==> src/rtl/pwm_deadtime.sv <==
// -----------------------------------------------------------------------------
// pwm_deadtime
//   Converts CHANNELS raw PWM signals into complementary high-side / low-side
//   gate drives with a programmable dead time between them. Each channel has
//   its own FSM (OFF, LS_ON, DT_LH, HS_ON, DT_HL) and its own dead-time
//   down-counter. hs_out/ls_out are registered and are never both high.
//
// Ports
//   clk           single clock for all logic
//   rst_n         asynchronous active-low reset (all channels OFF, outputs 0)
//   enable        0 forces every channel to OFF with both outputs 0
//   dead_time     dead-time length in clk cycles, sampled when an interval starts
//   pwm_in        raw PWM per channel (same clock domain)
//   hs_out        high-side gate drive per channel (registered)
//   ls_out        low-side gate drive per channel (registered)
//
// Optional feature (macro PWM_DEADTIME_FAULT_EN)
//   fault_n       active-low trip input; trips the latch and forces OFF
//   fault_clr     clears the latch when fault_n is high
//   fault_latched registered fault latch; channels stay OFF while it is set
// -----------------------------------------------------------------------------
module pwm_deadtime #(
    parameter int CHANNELS = 3,
    parameter int DT_WIDTH = 8
) (
    input  logic                clk,
    input  logic                rst_n,
    input  logic                enable,
    input  logic [DT_WIDTH-1:0] dead_time,
    input  logic [CHANNELS-1:0] pwm_in,
`ifdef PWM_DEADTIME_FAULT_EN
    input  logic                fault_n,
    input  logic                fault_clr,
    output logic                fault_latched,
`endif
    output logic [CHANNELS-1:0] hs_out,
    output logic [CHANNELS-1:0] ls_out
);

    typedef enum logic [2:0] {
        OFF   = 3'd0,
        LS_ON = 3'd1,
        DT_LH = 3'd2,
        HS_ON = 3'd3,
        DT_HL = 3'd4
    } state_t;

    localparam logic [DT_WIDTH-1:0] DT_ONE  = DT_WIDTH'(1);
    localparam logic [DT_WIDTH-1:0] DT_ZERO = '0;

    logic w_force_off;

`ifdef PWM_DEADTIME_FAULT_EN
    logic r_fault;

    // A trip wins over a clear in the same cycle.
    always_ff @(posedge clk or negedge rst_n) begin
        if (!rst_n) begin
            r_fault <= 1'b0;
        end else if (!fault_n) begin
            r_fault <= 1'b1;
        end else if (fault_clr) begin
            r_fault <= 1'b0;
        end
    end

    assign fault_latched = r_fault;
    // The live trip forces OFF at the sampling edge itself; the latch holds
    // channels OFF afterwards, including the edge at which it clears.
    assign w_force_off   = ~enable | ~fault_n | r_fault;
`else
    assign w_force_off   = ~enable;
`endif

    for (genvar g = 0; g < CHANNELS; g++) begin : g_ch
        state_t              r_state;
        state_t              w_state_nxt;
        logic [DT_WIDTH-1:0] r_cnt;
        logic [DT_WIDTH-1:0] w_cnt_nxt;
        logic                r_hs;
        logic                r_ls;

        // The counter holds the number of dead cycles still to run, counting
        // the current one; the swap happens on the edge that sees 1 (or 0,
        // reachable only via OFF with dead_time=0), so D gives D dead cycles.
        always_comb begin
            w_state_nxt = r_state;
            w_cnt_nxt   = r_cnt;
            unique case (r_state)
                OFF: begin
                    if (pwm_in[g]) begin
                        w_state_nxt = DT_LH;
                        w_cnt_nxt   = dead_time;
                    end else begin
                        w_state_nxt = LS_ON;
                    end
                end
                LS_ON: begin
                    if (pwm_in[g]) begin
                        if (dead_time == DT_ZERO) begin
                            w_state_nxt = HS_ON;
                        end else begin
                            w_state_nxt = DT_LH;
                            w_cnt_nxt   = dead_time;
                        end
                    end
                end
                DT_LH: begin
                    if (!pwm_in[g]) begin
                        w_state_nxt = LS_ON;
                    end else if (r_cnt <= DT_ONE) begin
                        w_state_nxt = HS_ON;
                    end else begin
                        w_cnt_nxt   = r_cnt - DT_ONE;
                    end
                end
                HS_ON: begin
                    if (!pwm_in[g]) begin
                        if (dead_time == DT_ZERO) begin
                            w_state_nxt = LS_ON;
                        end else begin
                            w_state_nxt = DT_HL;
                            w_cnt_nxt   = dead_time;
                        end
                    end
                end
                DT_HL: begin
                    if (pwm_in[g]) begin
                        w_state_nxt = HS_ON;
                    end else if (r_cnt <= DT_ONE) begin
                        w_state_nxt = LS_ON;
                    end else begin
                        w_cnt_nxt   = r_cnt - DT_ONE;
                    end
                end
                default: begin
                    w_state_nxt = OFF;
                    w_cnt_nxt   = '0;
                end
            endcase

            if (w_force_off) begin
                w_state_nxt = OFF;
                w_cnt_nxt   = '0;
            end
        end

        // Outputs are decoded from the next state so they change on the same
        // edge as the state, which keeps them in step with the FSM.
        always_ff @(posedge clk or negedge rst_n) begin
            if (!rst_n) begin
                r_state <= OFF;
                r_cnt   <= '0;
                r_hs    <= 1'b0;
                r_ls    <= 1'b0;
            end else begin
                r_state <= w_state_nxt;
                r_cnt   <= w_cnt_nxt;
                r_hs    <= (w_state_nxt == HS_ON);
                r_ls    <= (w_state_nxt == LS_ON);
            end
        end

        assign hs_out[g] = r_hs;
        assign ls_out[g] = r_ls;
    end

endmodule
==> config.mk <==
export PLATFORM = sky130hd
export DESIGN_NAME = pwm_deadtime
export DESIGN_NICKNAME = d
export VERILOG_FILES = /design/src/rtl/pwm_deadtime.sv
export SDC_FILE = /design/constraint.sdc
export NUM_CORES = 1
export LEC_CHECK = 0
export CAP_MARGIN = 10
export CORE_MARGIN = 5
export CORE_UTILIZATION = 45
export DETAILED_ROUTE_END_ITERATION = 12
export HOLD_SLACK_MARGIN = 0.03
export SYNTH_ARGS = -nofsm -noshare
export SYNTH_HDL_FRONTEND = slang
export SYNTH_SLANG_ARGS = --single-unit
==> constraint.sdc <==
create_clock -name clk -period 4.4 [get_ports clk]
set_input_delay 1.1 -clock clk [delete_from_list [all_inputs] [get_ports clk]]
set_output_delay 1.1 -clock clk [all_outputs]
set_load 0.005 [all_outputs]
Word level (Yosys, flattened, before mapping)
Cells that the tools add are included.
- output and inout bits: 6
- input port bits: 14
- word-level logic and storage cells: 114
- register bits after elaboration: 39
- add/sub/neg operators: 3
- multiplexer cells: 56
- reductions and logical operators: 7
- equal/unequal tests: 33
- order comparisons: 3
- operators with widths (cell ; number):
    8-bit two-way mux ; 24
    8-bit one-hot mux with 5 select lines ; 3
    3-bit two-way mux ; 22
    3-bit != test (second input constant) ; 15
    3-bit one-hot mux with 5 select lines ; 3
    3-bit by 2-bit equality test with 1-bit output (second input constant) ; 9
    8-bit by 1-bit <= comparator with 1-bit output (second input constant) ; 3
    8-bit by 1-bit subtractor with 8-bit output (second input constant) ; 3
    3-bit by 1-bit equality test with 1-bit output (second input constant) ; 6
    5-bit AND reduction ; 3
    3-bit equality test (second input constant) ; 3
    3-bit zero test ; 3
    8-bit zero test ; 1
    2-bit two-way mux ; 3
    1-bit two-way mux ; 1

Depth between registers and ports, before layout
Gate-level depths: netlist of the first run.
- depth in word-level cells: 6
- gate-level depth with buffers: 8
- mapped depth without buffers: 7

Worst setup path after synthesis of the first run
No wires, ideal clock.
- kind: input port to flip-flop
- from: input dead_time[1]
- to: register g_ch[0].r_cnt[2]
- data arrival time: 2.622 ns
- path slack: 1.656 ns
- setup time: 0.122 ns
- cell stages on the path: 5
- data required time: 4.278 ns
- path buffers: 0
- cells stage by stage: nor4_1 a21oi_1 a311oi_4 nand2_4 a32o_1
- word-level cells in the longest chain between the ends: 5
- ends and longest elaborated chain (what ; line ; text):
    start: declaration ; 29 ; input logic [DT_WIDTH-1:0] dead_time,
    8-bit zero test * ; 100, 119 ;
    8-bit two-way mux * ; n/a ;
    8-bit two-way mux, on equally long branches ; n/a ;
    8-bit one-hot mux with 5 select lines * ; n/a ;
    8-bit two-way mux * ; n/a ;
    end signal: assignment ; 158 ; r_cnt <= w_cnt_nxt;
    end: declaration ; 78 ; logic [DT_WIDTH-1:0] r_cnt;
Every way passes the cells marked *; elsewhere a longest branch is shown, timed or not. The select of a mux whose other input is x is not followed.
A chain may end at the register's enable or synchronous reset.

Worst setup path in the final report of the first run
- from: input dead_time[5]
- to: register g_ch[2].r_cnt[6]
- word-level cells in the longest chain between the ends: 5
- ends and longest elaborated chain (what ; line):
    8-bit zero test * ; 100, 119
    8-bit two-way mux * ; n/a
    8-bit two-way mux, on equally long branches ; n/a
    8-bit one-hot mux with 5 select lines * ; n/a
    8-bit two-way mux * ; n/a
    end signal: assignment ; 158
    end: declaration ; 78
Marks and branches as above.

==> results of run 1 <==
-- Yosys cell counts, types with 7 or more instances --
cell / instances
a21oi_1: 24
o32ai_1: 8
and2_1: 8
nand2_1: 16
dfrtp_1: 39
nor3_1: 16
clkbuf_1: 10
nor2b_1: 8
a211oi_1: 13
xnor2_1: 7
inv_1: 15
nor2_1: 32
o21ai_0: 8
-- flip-flops by register name, summed over array words and instances (netlist names) --
signal        count
g_ch.r_cnt       24
g_ch.r_hs         3
g_ch.r_ls         3
g_ch.r_state      9
-- routing by layer --
| layer | part of all wire | vias to the layer above | track usage | routed length (um) |
|---|---|---|---|---|
| li1 | - | 1147 | - | - |
| met1 | 0.45 | 1126 | 0.246 | 3010 |
| met2 | 0.49 | 65 | 0.307 | 3300 |
| met3 | 0.051 | 7 | 0.0314 | 343 |
| met4 | 0.013 | 0 | 0.0751 | 89 |
| met5 | 0 | - | 0 | 0 |
-- per-stage QoR --
stage	cells	hold slack [ns]
2_1_floorplan	300	0.516
3_3_place_gp	377	0.540
3_5_place_dp	377	0.549
4_1_cts	385	0.561
5_1_grt	385	0.596
6_report	385	0.561
-- worst paths after layout --
kind | from | to | slack, ns | cells after the start
setup / recovery | dead_time[5] | g_ch[2].r_cnt[6] | 0.88 | 6
hold / removal | g_ch[1].r_cnt[5] | g_ch[1].r_cnt[5] | 0.56 | 2
setup reg to reg | g_ch[0].r_cnt[4] | g_ch[0].r_cnt[5] | 1.80 | 5
hold reg to reg | g_ch[1].r_cnt[5] | g_ch[1].r_cnt[5] | 0.56 | 2
max in group asynchronous | rst_n | g_ch[0].r_cnt[1] | 2.91 | 1
min in group asynchronous | rst_n | g_ch[2].r_cnt[7] | 0.93 | 1
-- cell families after synthesis --
group / synth area share
AND/OR/NAND/NOR: 0.251
adder cells (fa/ha/maj): 0.0284
XOR/XNOR: 0.0331
buffers and inverters: 0.0568
AO/OA/AOI/OAI: 0.262
flip-flops: 0.369
-- cell type report --
| type | count | share of cell area |
|---|---|---|
| Sequential cell | 39 | 0.335 |
| Timing Repair Buffer | 19 | 0.0636 |
| Inverter | 15 | 0.0193 |
| Tap cell | 75 | 0.0322 |
| Clock inverter | 1 | 0.00172 |
| Multi-Input combinational cell | 229 | 0.522 |
| Clock buffer | 7 | 0.0262 |
-- power groups by stage --
stage	Sequential, uW	Combinational [uW]	Clock, uW
floorplan	418	212	0
global placement	429	274	0
detailed placement	429	273	0
CTS	422	274	252
global route	428	305	264
finish	423	275	241
-- worst max-delay path, delay by kind of cell --
kind / cells / cell delay (ns)
simple gates: 1 / 0.80
buf+inv: 1 / 0.52
compound gates: 4 / 1.28
==> run_results.csv, run 1 <==
group,metric,value,unit
clocking,clockBufferDepth,2,
worst_setup_path,cp.arrival,3.72,ns
floorplanning,rows,28,
drt,postRouteAntennaNets,0,
sta,setup_slack,0.880,ns
power_and_ir_drop,ir_drop,0.000155,V
worst_setup_path,cpMaxStageDelayCell,"nor4_1",
drt,wl_per_cell,17.5,um
cells_and_area,area_growth,10.1,%
cells_and_area,mostFrequentLayoutCells,"dfrtp_1 (39), nor2_1 (32), a21oi_1 (24)",
cells_and_area,layout_commonest_cell,"dfrtp_1",
clocking,post_cts.repair.setup_buffers,0,
power_and_ir_drop,pwr-share-seq,0.451,
worst_setup_path,cp_max_fo,8,
cells_and_area,multi_input_area,1520,um^2
logic_synthesis,yosysSeqAreaShare,0.369,
global_routing,grtUsageTotal,0.188,
worst_setup_path,endpoint_kind,"flip-flop",
sta,drv_slew,0,
placement,gp_congestion,0.859,
logic_synthesis,ys_types,56,
clocking,cts_num_sinks,39,
sta,finalCriticalPeriod,3.52,ns
logic_synthesis,syn-instance-count,300,
power_and_ir_drop,p_clk_frac,0.256,
logic_synthesis,ys_warn_count,0,
power_and_ir_drop,internal_power,617,uW
drt,vias,2345,
sta,max_freq,0.284,GHz
global_routing,grt_overflow,0,
logic_synthesis,synth.cell_area,2650,um^2
clocking,cts-htree-levels,2,
cells_and_area,fillers,568,
logic_synthesis,synth_top_area_frac,0.369,
worst_setup_path,start_kind,"input pin",
floorplanning,die_w,86.7,um
worst_setup_path,setup.worst_path.class,"in2reg",
sta,period_share,0.800,
global_routing,grt_max_degree,40,
logic_synthesis,synth-edff-count,0,
clocking,cts_tree,"yes",
sta,hold_viol,0,
drt,drcViolationCount,0,
cells_and_area,post-route-cell-area,2910,um^2
power_and_ir_drop,p_comb_frac,0.293,
clocking,cts_buffers,5,
drt,drtIter0Drc,132,
floorplanning,io_pins,20,
cells_and_area,antenna_cells,0,
floorplanning,dieArea,7510,um^2
placement,place_ws,0.603,ns
power_and_ir_drop,p_leak,0.00118,uW
worst_setup_path,crit_chain,"clkdlybuf4s50_1 > nor4_1 > a21oi_1 > o21bai_1 > a222oi_1 > a211oi_1",
clocking,clk_latency,0.29,ns
job,maxCapViolCount,0,
worst_setup_path,slowest_delay,0.80,ns
cells_and_area,ff_latch_area,976,um^2
placement,place_area,2830,um^2
placement,io_buffers,19,
power_and_ir_drop,power.switching,322,uW
floorplanning,core_area,5820,um^2
placement,dp_hpwl,4.84,mm
clocking,clk_pin_slew,0.08,ns
cells_and_area,final_util,0.501,
clocking,clk_root_buffer_cell,"clkbuf_8",
worst_setup_path,crit_required,4.60,ns
logic_synthesis,synth_ff_type,"dfrtp_1",
logic_synthesis,ys_ff_latch,39,
drt,via_per_inst,6.09,
cells_and_area,drive_gt1_frac,0.0613,
logic_synthesis,syn_nets,320,
sta,maxSlewHeadroom,0.262,
run_status,status,"complete, no violations",
logic_synthesis,synth.area.top_cells,"dfrtp_1 (37%), a21oi_1 (4.5%), nor2_1 (4.5%)",
power_and_ir_drop,power.total,939,uW
global_routing,first_global_vias,2241,
hold_path,hold_path_class,"reg2reg",
power_and_ir_drop,netSwitchingFraction,0.343,
drt,firstDrtPassIters,4,
sta,finalSetupViolations,0,
sta,clock_skew,0.00569,ns
sta,grt_setup_unrepaired,"no",
global_routing,antenna_found_initial,0,
cells_and_area,nNetsFinal,329,
global_routing,grt_pass1_wl,11.2,mm
floorplanning,die_h,86.7,um
clocking,ctsHoldBuffers,0,
power_and_ir_drop,powerDensity,323,nW/um^2
clocking,post_cts_resized,0,
drt,wirelength,6.74,mm
logic_synthesis,yosysTopAreaCell,"dfrtp_1",
floorplanning,start_util,0.455,
logic_synthesis,async_flop_share,1.00,
sta,finalSetupTns,0,ns
sta,worst_pin_slew,1.10,ns
logic_synthesis,syn_area_per_cell,8.82,um^2
No activity file was read; power rests on OpenSTA's default activity.
==> run 2, diff against run 1 <==
- clock period: 4.4 -> 3.5 ns (I/O delays scaled with it)
==> run 2 against run 1 <==
Non-clock buffer count grew 4; routed wire length shrank 0.43%; global-route usage grew 0.39 points; largest power group unchanged; setup slack lost 0.13 ns; core utilization grew 0.37 points; flip-flop and latch count is the same; sequential power grew 26%.
==> run_results.csv, run 2 (synthesis gave the netlist of run 1 again) <==
group,metric,value,unit
run_status,status,"complete, no violations",
cells_and_area,nNetsFinal,333,
cells_and_area,mostFrequentLayoutCells,"dfrtp_1 (39), nor2_1 (32), a21oi_1 (24)",
job,maxCapViolCount,0,
drt,postRouteAntennaNets,0,
power_and_ir_drop,internal_power,771,uW
placement,place_area,2860,um^2
drt,via_per_inst,6.20,
hold_path,worstHoldStart,"g_ch[1].r_cnt[5]",
sta,grt_setup_unrepaired,"no",
placement,io_buffers,19,
cells_and_area,largestRegisters,"g_ch.r_cnt: 24 flops, g_ch.r_state: 9 flops",
sta,max_freq,0.364,GHz
cells_and_area,area_growth,10.9,%
global_routing,grtUsageTotal,0.192,
cells_and_area,post-route-cell-area,2930,um^2
hold_path,worstHoldEndpoint,"g_ch[1].r_cnt[5]",
power_and_ir_drop,ir_drop,0.000280,V
power_and_ir_drop,pwr-share-seq,0.457,
floorplanning,core_area,5820,um^2
clocking,ctsHoldBuffers,0,
cells_and_area,largest_reg_flops,24,
drt,firstDrtPassIters,5,
drt,drcViolationCount,0,
floorplanning,start_util,0.455,
worst_setup_path,crit_required,3.69,ns
floorplanning,rows,28,
worst_setup_path,endpoint_kind,"flip-flop",
hold_path,min_delay_path_depth,2,
power_and_ir_drop,p_comb_frac,0.300,
worst_setup_path,regToRegEndpoint,"g_ch[0].r_cnt[1]",
worst_setup_path,cpMaxStageDelayCell,"clkdlybuf4s50_1",
worst_setup_path,crit_chain,"clkdlybuf4s50_1 > nor4_1 > buf_4 > and2_1 > a221oi_1 > nor2_1 > o32ai_1",
global_routing,antenna_found_initial,0,
cells_and_area,largest-register,"g_ch.r_cnt",
worst_setup_path,r2r_start,"g_ch[0].r_cnt[4]",
clocking,post_cts_resized,0,
sta,finalCriticalPeriod,2.75,ns
worst_setup_path,cp.arrival,2.94,ns
clocking,cts_num_sinks,39,
sta,worst_pin_slew,0.899,ns
floorplanning,die_w,86.7,um
power_and_ir_drop,powerDensity,397,nW/um^2
worst_setup_path,cp_max_fo,6,
clocking,clk_root_buffer_cell,"clkbuf_8",
hold_path,hold_path_class,"reg2reg",
floorplanning,die_h,86.7,um
clocking,cts-htree-levels,2,
power_and_ir_drop,power.switching,392,uW
sta,drv_slew,0,
sta,clock_skew,0.00555,ns
placement,dp_hpwl,4.88,mm
clocking,post_cts.repair.setup_buffers,0,
cells_and_area,layout_commonest_cell,"dfrtp_1",
drt,drtIter0Drc,203,
drt,wl_per_cell,17.3,um
sta,finalSetupViolations,0,
sta,holdWs,0.554,ns
worst_setup_path,start_kind,"input pin",
floorplanning,dieArea,7510,um^2
sta,hold_viol,0,
cells_and_area,drive_gt1_frac,0.0705,
placement,gp_congestion,0.872,
clocking,clk_pin_slew,0.07,ns
sta,maxSlewHeadroom,0.401,
worst_setup_path,reg2regPathDepth,5,
global_routing,grt_max_degree,40,
drt,wirelength,6.71,mm
global_routing,first_global_vias,2168,
cells_and_area,antenna_cells,0,
drt,vias,2399,
global_routing,grt_overflow,0,
sta,finalSetupTns,0,ns
clocking,cts_buffers,5,
sta,period_share,0.786,
worst_setup_path,slowest_delay,0.60,ns
floorplanning,io_pins,20,
power_and_ir_drop,p_clk_frac,0.243,
power_and_ir_drop,p_leak,0.00119,uW
clocking,cts_tree,"yes",
global_routing,grt_pass1_wl,11.4,mm
clocking,clockBufferDepth,2,
power_and_ir_drop,netSwitchingFraction,0.337,
worst_setup_path,setup.worst_path.class,"in2reg",
worst_setup_path,ff2ff_setup_slack,0.93,ns
clocking,clk_latency,0.29,ns
[run 2: changes by cell type in the layout (fill, tap and decap cells not counted), sizes merged]
cell and delta:
buf +4, clkbuf -1, clkinv -1
[run 2: worst max-delay path by stage]
stage | to | slack (ns) | cells past startpoint | start
detailed placement | g_ch[1].r_cnt[5] | 0.45 | 7 | dead_time[7]
global placement | g_ch[1].r_cnt[2] | 0.50 | 7 | dead_time[0]
finish | g_ch[1].r_cnt[5] | 0.75 | 7 | dead_time[7]
floorplan | g_ch[0].r_cnt[2] | 0.98 | 5 | dead_time[1]
global route | g_ch[1].r_cnt[5] | 0.54 | 7 | dead_time[1]
CTS | g_ch[1].r_cnt[5] | 0.75 | 7 | dead_time[5]
[run 2: through the flow]
step / std cells / total power, uW / util / setup slack [ns]
after floorplan: 300 / 792 / - / 0.981
after global placement: 381 / 887 / 0.492 / 0.496
after detailed placement: 381 / 886 / 0.492 / 0.450
after CTS: 387 / 1170 / 0.504 / 0.754
after global routing: 387 / 1250 / 0.504 / 0.540
final: 387 / 1160 / 0.504 / 0.749
[run 2: routing by layer]
layer,track usage,share of wire,up-vias
met4,0.0524,0.011,0
met3,0.0323,0.044,7
li1,-,-,1155
met5,0,0,-
met1,0.269,0.46,1166
met2,0.305,0.48,71
[run 2: cell type report]
cell class | count | area [um^2]
multi-input cells | 229 | 1520
flip-flops and latches | 39 | 976
fillers | 586 | 2880
repair buffers | 23 | 215
clock buffers | 6 | 72.6
inverters | 15 | 56.3
well taps | 75 | 93.8
[run 2: power groups by stage]
stage | Sequential (uW) | Combinational, uW | Clock [uW]
finish | 532 | 349 | 283
global route | 538 | 389 | 317
CTS | 531 | 349 | 293
detailed placement | 540 | 347 | 0
global placement | 539 | 348 | 0
floorplan | 525 | 267 | 0
[run 2: critical path, delay by kind of cell]
kind | cells | cell delay, ns
AO/OA/AOI/OAI | 2 | 0.81
AND/OR/NAND/NOR | 3 | 0.48
buffers and inverters | 2 | 0.76
